## src/rtl/mbist_march_sequencer.sv

```systemverilog
// March C- memory self-test sequencer: owns the RAM port while busy, streams every
// miscompare address as a one-cycle pulse and reports done/pass with a saturating fail count.
module mbist_march_sequencer #(
    parameter int ADDR_WIDTH = 8,
    parameter int DATA_WIDTH = 8,
    parameter int TEST_DEPTH = 240,
    parameter int CNT_WIDTH  = 8
) (
    input  logic                  clk,
    input  logic                  rst,
    input  logic                  start,
    input  logic                  abort,
    output logic                  busy,
    output logic                  done,
    output logic                  pass,
    output logic [CNT_WIDTH-1:0]  fail_count,
    output logic                  fail_valid,
    output logic [ADDR_WIDTH-1:0] fail_addr,
    output logic [ADDR_WIDTH-1:0] mem_addr,
    output logic [DATA_WIDTH-1:0] mem_wdata,
    output logic                  mem_we,
    output logic                  mem_en,
    input  logic [DATA_WIDTH-1:0] mem_rdata
);

    typedef enum logic [1:0] {S_IDLE, S_RUN, S_DRAIN, S_DONE} state_t;

    localparam logic [ADDR_WIDTH-1:0] LAST_ADDR = ADDR_WIDTH'(TEST_DEPTH - 1);
    localparam logic [2:0]            LAST_ELEM = 3'd5;

    state_t                  state_reg, state_next;
    logic [2:0]              elem_reg, elem_next;
    logic                    op_reg, op_next;
    logic [ADDR_WIDTH-1:0]   addr_reg, addr_next;
    logic                    cmp_pending_reg, cmp_pending_next;
    logic                    cmp_exp_reg, cmp_exp_next;
    logic [ADDR_WIDTH-1:0]   cmp_addr_reg, cmp_addr_next;
    logic [CNT_WIDTH-1:0]    fail_count_reg, fail_count_next;

    logic                    op_read;
    logic                    op_bit;
    logic                    elem_down;
    logic                    last_op;
    logic                    at_end;
    logic                    mismatch;
    logic [DATA_WIDTH-1:0]   pattern_word;
    logic [DATA_WIDTH-1:0]   expect_word;

    // Data words are a single bit replicated across the bus (0 = all-zeros, 1 = all-ones).
    generate
        for (genvar gi = 0; gi < DATA_WIDTH; gi++) begin : g_word
            assign pattern_word[gi] = op_bit;
            assign expect_word[gi]  = cmp_exp_reg;
        end
    endgenerate

    // Element op table: M0 w0 | M1 r0,w1 | M2 r1,w0 | M3 r0,w1 | M4 r1,w0 | M5 r0
    always_comb begin
        op_read = 1'b0;
        op_bit  = 1'b0;
        case (elem_reg)
            3'd0:    begin op_read = 1'b0;    op_bit = 1'b0;    end
            3'd1:    begin op_read = !op_reg; op_bit = op_reg;  end
            3'd2:    begin op_read = !op_reg; op_bit = !op_reg; end
            3'd3:    begin op_read = !op_reg; op_bit = op_reg;  end
            3'd4:    begin op_read = !op_reg; op_bit = !op_reg; end
            default: begin op_read = 1'b1;    op_bit = 1'b0;    end
        endcase
    end

    assign elem_down = (elem_reg >= 3'd3);
    assign last_op   = (elem_reg == 3'd0) || (elem_reg == LAST_ELEM) || op_reg;
    assign at_end    = elem_down ? (addr_reg == '0) : (addr_reg == LAST_ADDR);
    assign mismatch  = cmp_pending_reg && (mem_rdata != expect_word);

    always_ff @(posedge clk) begin
        if (rst) begin
            state_reg       <= S_IDLE;
            elem_reg        <= '0;
            op_reg          <= 1'b0;
            addr_reg        <= '0;
            cmp_pending_reg <= 1'b0;
            cmp_exp_reg     <= 1'b0;
            cmp_addr_reg    <= '0;
            fail_count_reg  <= '0;
        end else begin
            state_reg       <= state_next;
            elem_reg        <= elem_next;
            op_reg          <= op_next;
            addr_reg        <= addr_next;
            cmp_pending_reg <= cmp_pending_next;
            cmp_exp_reg     <= cmp_exp_next;
            cmp_addr_reg    <= cmp_addr_next;
            fail_count_reg  <= fail_count_next;
        end
    end

    always_comb begin
        state_next       = state_reg;
        elem_next        = elem_reg;
        op_next          = op_reg;
        addr_next        = addr_reg;
        cmp_pending_next = 1'b0;
        cmp_exp_next     = cmp_exp_reg;
        cmp_addr_next    = cmp_addr_reg;
        fail_count_next  = fail_count_reg;
        busy             = 1'b0;
        done             = 1'b0;
        pass             = 1'b0;
        mem_en           = 1'b0;
        mem_we           = 1'b0;
        mem_addr         = '0;
        mem_wdata        = '0;
        fail_valid       = mismatch;
        fail_addr        = mismatch ? cmp_addr_reg : '0;

        if (mismatch && (fail_count_reg != '1))
            fail_count_next = fail_count_reg + CNT_WIDTH'(1);

        case (state_reg)
            S_IDLE, S_DONE: begin
                done = (state_reg == S_DONE);
                pass = done && (fail_count_reg == '0);
                if (start && !abort) begin
                    state_next      = S_RUN;
                    elem_next       = '0;
                    op_next         = 1'b0;
                    addr_next       = '0;
                    fail_count_next = '0;
                end
            end
            S_RUN: begin
                busy             = 1'b1;
                mem_en           = 1'b1;
                mem_we           = !op_read;
                mem_addr         = addr_reg;
                mem_wdata        = op_read ? '0 : pattern_word;
                cmp_pending_next = op_read;
                cmp_exp_next     = op_bit;
                cmp_addr_next    = addr_reg;
                if (!last_op) begin
                    op_next = 1'b1;
                end else begin
                    op_next = 1'b0;
                    if (!at_end) begin
                        addr_next = elem_down ? addr_reg - ADDR_WIDTH'(1) : addr_reg + ADDR_WIDTH'(1);
                    end else if (elem_reg == LAST_ELEM) begin
                        state_next = S_DRAIN;
                    end else begin
                        // Up elements end at N-1 and the first down element starts there too.
                        elem_next = elem_reg + 3'd1;
                        addr_next = (elem_reg >= 3'd2) ? LAST_ADDR : '0;
                    end
                end
            end
            S_DRAIN: begin
                busy       = 1'b1;
                state_next = S_DONE;
            end
            default: state_next = S_IDLE;
        endcase

        // Abort drops any in-flight compare and leaves nothing visible in IDLE.
        if (abort && (state_reg == S_RUN || state_reg == S_DRAIN)) begin
            state_next       = S_IDLE;
            cmp_pending_next = 1'b0;
            fail_count_next  = '0;
        end
    end

    assign fail_count = fail_count_reg;

endmodule

```

## config.mk

```make
export PLATFORM = sky130hd
export DESIGN_NAME = mbist_march_sequencer
export DESIGN_NICKNAME = d
export VERILOG_FILES = /design/src/rtl/mbist_march_sequencer.sv
export SDC_FILE = /design/constraint.sdc
export NUM_CORES = 1
export LEC_CHECK = 0
export BUFFER_PORTS_ARGS = -buffer_cell sky130_fd_sc_hd__buf_2
export CELL_PAD_IN_SITES_DETAIL_PLACEMENT = 0
export CELL_PAD_IN_SITES_GLOBAL_PLACEMENT = 1
export CORE_ASPECT_RATIO = 1.25
export CORE_MARGIN = 5
export CORE_UTILIZATION = 30
export DETAILED_ROUTE_END_ITERATION = 10
export PLACE_DENSITY = 0.71
export SYNTH_ARGS = -nofsm -noshare
export SYNTH_HDL_FRONTEND = slang
export SYNTH_SLANG_ARGS = --single-unit
```

## constraint.sdc

```tcl
create_clock -name clk -period 6.4 [get_ports clk]
set_clock_uncertainty 0.2 [all_clocks]
set_input_delay 0 -clock clk [delete_from_list [all_inputs] [get_ports clk]]
set_output_delay 0 -clock clk [all_outputs]
set_load 0.05 [all_outputs]
```

Yosys cells after proc, flatten, opt, wreduce, memory -nomap -nowiden --
Index checks and enable logic that the tools add are counted.
Storage, ports and cells: flip-flop bits (word level) 32
Cells by class: equal/unequal tests 17, muxes and demuxes 35, $add $sub $neg 4, bitwise operators 1, reductions and logical operators 27, $lt $le $gt $ge 2
Operators with widths (number):
- 2-to-1 mux 8 bit | 13
- adder 8 x 1 -> 8 bit, second input constant | 2
- zero test 8 bit | 2
- case mux 8 bit (2 select lines) | 1
- 2-to-1 mux 3 bit | 4
- inequality test 2 bit, second input constant | 5
- OR reduction 2 bit | 5
- equality test 8 bit, second input constant | 1
- 2-to-1 mux 1 bit | 8
- 2-to-1 mux 2 bit | 4
- inequality test 8 bit | 1
- inequality test 8 bit, second input constant | 1
- AND reduction 4 bit | 2
- subtractor 8 x 1 -> 8 bit, second input constant | 1
- equality test 3 x 2 -> 1 bit, second input constant | 2
- equality test 3 bit, second input constant | 2
- greater-or-equal comparator 3 x 2 -> 1 bit, second input constant | 2
- case mux 1 bit (2 select lines) | 3
- case mux 2 bit (3 select lines) | 1
- case mux 3 bit (2 select lines) | 1
- logical AND 1 bit | 5
- AND reduction 5 bit | 1
- equality test 2 bit, second input constant | 2
- OR reduction 4 bit | 1
- 12 further kinds | 16

Longest topological paths before layout --
word-level depth 6, gate-level depth with buffers 12, depth with buffers taken out 11

Least setup slack after synthesis --
No wires, ideal clock.
path type reg2out, from reg elem_reg[0], to out mem_wdata[1], data required time 6.200 ns, arrival time 3.449 ns, cell stages (with the launch flop) 8, path slack 2.751 ns, cells stage by stage dfxtp_1 inv_1 ha_1 or4b_2 a21oi_1 nor2_1 nor3_1 buf_4
Between the ends: cells in the longest elaborated chain, start to end 5
RTL lines:
- start, declared | RTL line 32 | logic [2:0] elem_reg, elem_next;
- start signal, assigned | RTL line 88 | elem_reg <= elem_next;
- equality test 3 bit (tied with other cells) | RTL line 61 | case (elem_reg)
- OR reduction 4 bit (no line) / OR reduction 2 bit (equally long branches)
- case mux 1 bit (2 select lines) | RTL line 61
- 2-to-1 mux 8 bit (*) | RTL line 137 | mem_wdata = op_read ? '0 : pattern_word;
- 2-to-1 mux 8 bit (*) | RTL line 120 | case (state_reg)
- end, declared | RTL line 20 | output logic [DATA_WIDTH-1:0] mem_wdata,
Mark *: on every way between the ends. The rest lies on a longest branch, timed or not.

Final worst setup path --
from reg elem_reg[0], to reg addr_reg[6]
Between the ends: cells in the longest elaborated chain, start to end 6
RTL lines:
- greater-or-equal comparator 3 x 2 -> 1 bit | RTL line 152 | addr_next = (elem_reg >= 3'd2) ? LAST_ADDR : '0;
- 2-to-1 mux 8 bit | RTL line 152
- 2-to-1 mux 8 bit | RTL line 147 | end else if (elem_reg == LAST_ELEM) begin
- 2-to-1 mux 8 bit | RTL line 145 | if (!at_end) begin
- 2-to-1 mux 8 bit | RTL line 141 | if (!last_op) begin
- case mux 8 bit (2 select lines) | RTL line 120
- end signal, assigned | RTL line 90 | addr_reg <= addr_next;
- end, declared | RTL line 34 | logic [ADDR_WIDTH-1:0] addr_reg, addr_next;
Parallel ways exist; a longest one is shown, timed or not. The select of a mux whose other input is x is not followed. A chain may end at the register's enable or synchronous reset.

==> impl_metrics.csv <==
group,metric,value,unit
cts,htreeDepth,2,
setup_path,critPathLaunchType,"flip-flop",
sta,slew_violations,0,
synthesis,synth_seq_cells,32,
synthesis,yosys.area_share.simple,26.3,%
pwr,p_leak,1.10,nW
layout,final_area,2470,um2
layout,stdcell_count,384,
place,io_buffers,49,
synthesis,synth_edf_count,0,
floorplanning,die-width,84.8,um
min_path,hold_path_class,"input pin to flip-flop",
layout,fill_cells,775,
setup_path,arrival,3110,ps
place,postPlaceCellArea,2380,um2
global_routing,grt_max_degree,19,
drt,drt_iter0_markers,62,
setup_path,criticalPathCategory,"flip-flop to flip-flop",
sta,fin_crit_sh,49.3,%
layout,regArea,641,um2
pwr,pwr_density_cell,258,nW/um2
global_routing,grt_util_all_layers,12.1,%
drt,vias,1895,
synthesis,synth_cell_types,54,
pwr,power_frac_seq,35.5,%
synthesis,synth-xor-area-share,4.17,%
place,place_inst,375,
global_routing,grt_pass1_wl,8870,um
drt,via_per_inst,4.93,
outcome,status,"complete, no violations",
pwr,switchingPower,0.270,mW
synthesis,synth-async-reset-ratio,0,%
cts,cts_tree,"done",
synthesis,yosys_warnings,0,
drt,wl_per_cell,13.5,um
synthesis,synth_fp_nets,278,
floorplanning,fp.dieArea,8780,um2
pwr,p_sw_share,42.2,%
place,dp_slack,3290,ps
place,routabilityCongestion,0.814,
global_routing,grt_pass1_vias,1908,
layout,multiInputGateArea,1320,um2
pwr,intPower,0.369,mW
drt,drt.antenna.violating_nets,0,
synthesis,synth_fa_ha_area_share,11.1,%
synthesis,synth_top_family_by_area,"simple AND/OR/NAND/NOR gates",
layout,final_common_cell,"buf_2",
setup_path,endpoint_kind,"flip-flop",
cts,clk_latency,280,ps
setup_path,required,6360,ps
drt,wl,5180,um
place,dpl.hpwl,4110,um
cts,max-clock-path-buffers,2,
setup_path,critPathMaxFanout,9,
cts,root_buffer,"clkbuf_8",
synthesis,postSynthCellCount,248,
sta,setup_ws,3240,ps
global_routing,antenna_found_initial,0,
sta,final_hold_viol_count,0,
pwr,power,0.639,mW
sta,tightest_slew,572,ps
floorplanning,rows,34,
floorplanning,start_util,30.4,%
floorplanning,fp.dieH,104,um
synthesis,ys_seq_area_share,30.5,%
synthesis,synth-compound-area-share,18.6,%
setup_path,reg2reg_slack,3240,ps
cts,postCtsSetupBuffers,0,
layout,fin_nets,324,
global_routing,grt_overflow,0,
synthesis,synth_area,2100,um2
job,maxCapViolCount,0,
cts,clkTransAtPathRegs,60,ps
pwr,clockPowerShare,22.7,%
sta,finalSetupViolCount,0,
floorplanning,coreArea,6890,um2
layout,layout_common_cells,"buf_2, nor2_1, dfxtp_1",
pwr,combPwrFrac,41.8,%
drt,firstDrtPassIters,4,
sta,fin_tns_setup,0,ps
sta,maxSlewHeadroom,61.6,%
cts,cts_buffers,5,
layout,finish.utilization,35.9,%
sta,rsz0062_at_grt,"false",
sta,max_freq,317,MHz
synthesis,synth_ff_type,"dfxtp_1",
cts,cts_sinks,32,
synthesis,synthMuxAreaShare,2.86,%
pwr,ir_drop,144,uV
floorplanning,pin_count,50,
synthesis,syn_area_per_cell,8.46,um2
layout,diodes,0,
layout,drive_gt1_share,22.4,%
drt,drcViolationCount,0,
sta,period_minus_slack,3160,ps
sta,whs,189,ps
layout,area_delta_synth_final,17.9,%
logic make-up (layout without fill, tap and decap cells):
| kind of cell | Yosys count | count (layout) |
|---|---|---|
| simple gates | 106 | 106 |
| compound gates | 49 | 49 |
| flops | 32 | 32 |
| buf+inv | 27 | 73 |
| fa+ha+maj | 18 | 18 |
| xor+xnor | 10 | 10 |
| mux | 6 | 6 |
Yosys cell counts, drive strengths merged (4+ instances only):
cell type	count	area, um2
nand3	7	35.0
inv	14	52.6
nor4	6	37.5
xor2	7	61.3
clkbuf	4	15.0
a21oi	14	73.8
nand4	7	43.8
nand2	14	52.6
ha	17	213
dfxtp	32	641
nor2	35	131
and2	14	87.6
mux2i	6	60.1
o21ai	11	55.1
buf	8	63.8
nor3	5	30.0
worst max-delay path, stage by stage, from the launching register on:
cell,delay [ps]
dfxtp_1,440
ha_1,190
ha_1,180
a211o_1,310
inv_1,130
fa_1,410
nand2b_1,150
a21boi_0,220
o21ai_0,160
mux2i_1,140
a2111oi_0,360
o21ai_0,120
metal layers:
metal | part of all wire (%) | up-vias | track usage [%]
li1 | - | 959 | -
met3 | 5.1 | 8 | 2.78
met4 | 1.3 | 0 | 4.41
met5 | 0 | - | 0
met1 | 42 | 880 | 13.0
met2 | 51 | 48 | 22.6
power groups by stage:
stage	Clock [mW]	Combinational, mW	Sequential, mW
after floorplan	0	0.214	0.228
after global placement	0	0.267	0.231
after detailed placement	0	0.267	0.232
after CTS	0.150	0.270	0.227
after global routing	0.159	0.295	0.229
final	0.145	0.267	0.227
final timing paths:
check	startpoint	to	depth (start not counted)
worst max register to register	elem_reg[0]$_SDFFE_PP0P_	addr_reg[6]$_SDFFE_PP0P_	11
worst min-delay path	start	fail_count[0]$_SDFF_PP0_	4
worst min register to register	cmp_addr_reg[1]$_SDFFE_PP0P_	cmp_addr_reg[1]$_SDFFE_PP0P_	2
worst max-delay path	elem_reg[0]$_SDFFE_PP0P_	addr_reg[6]$_SDFFE_PP0P_	11
timing repair:
| action | in CTS | in global routing |
|---|---|---|
| hold buffers | 2 | 0 |
| endpoints found under the hold margin | 16 | 0 |
| setup endpoints to repair | 0 | 0 |
| resized for setup | 0 | 0 |
area by class of cell:
type,count,area share [%]
Clock buffer,6,2.93
Clock inverter,1,0.202
Tap cell,90,4.55
Inverter,15,2.28
Timing Repair Buffer,51,10.7
Multi-Input combinational cell,189,53.4
Sequential cell,32,25.9
(Power assumes the default switching activity.)
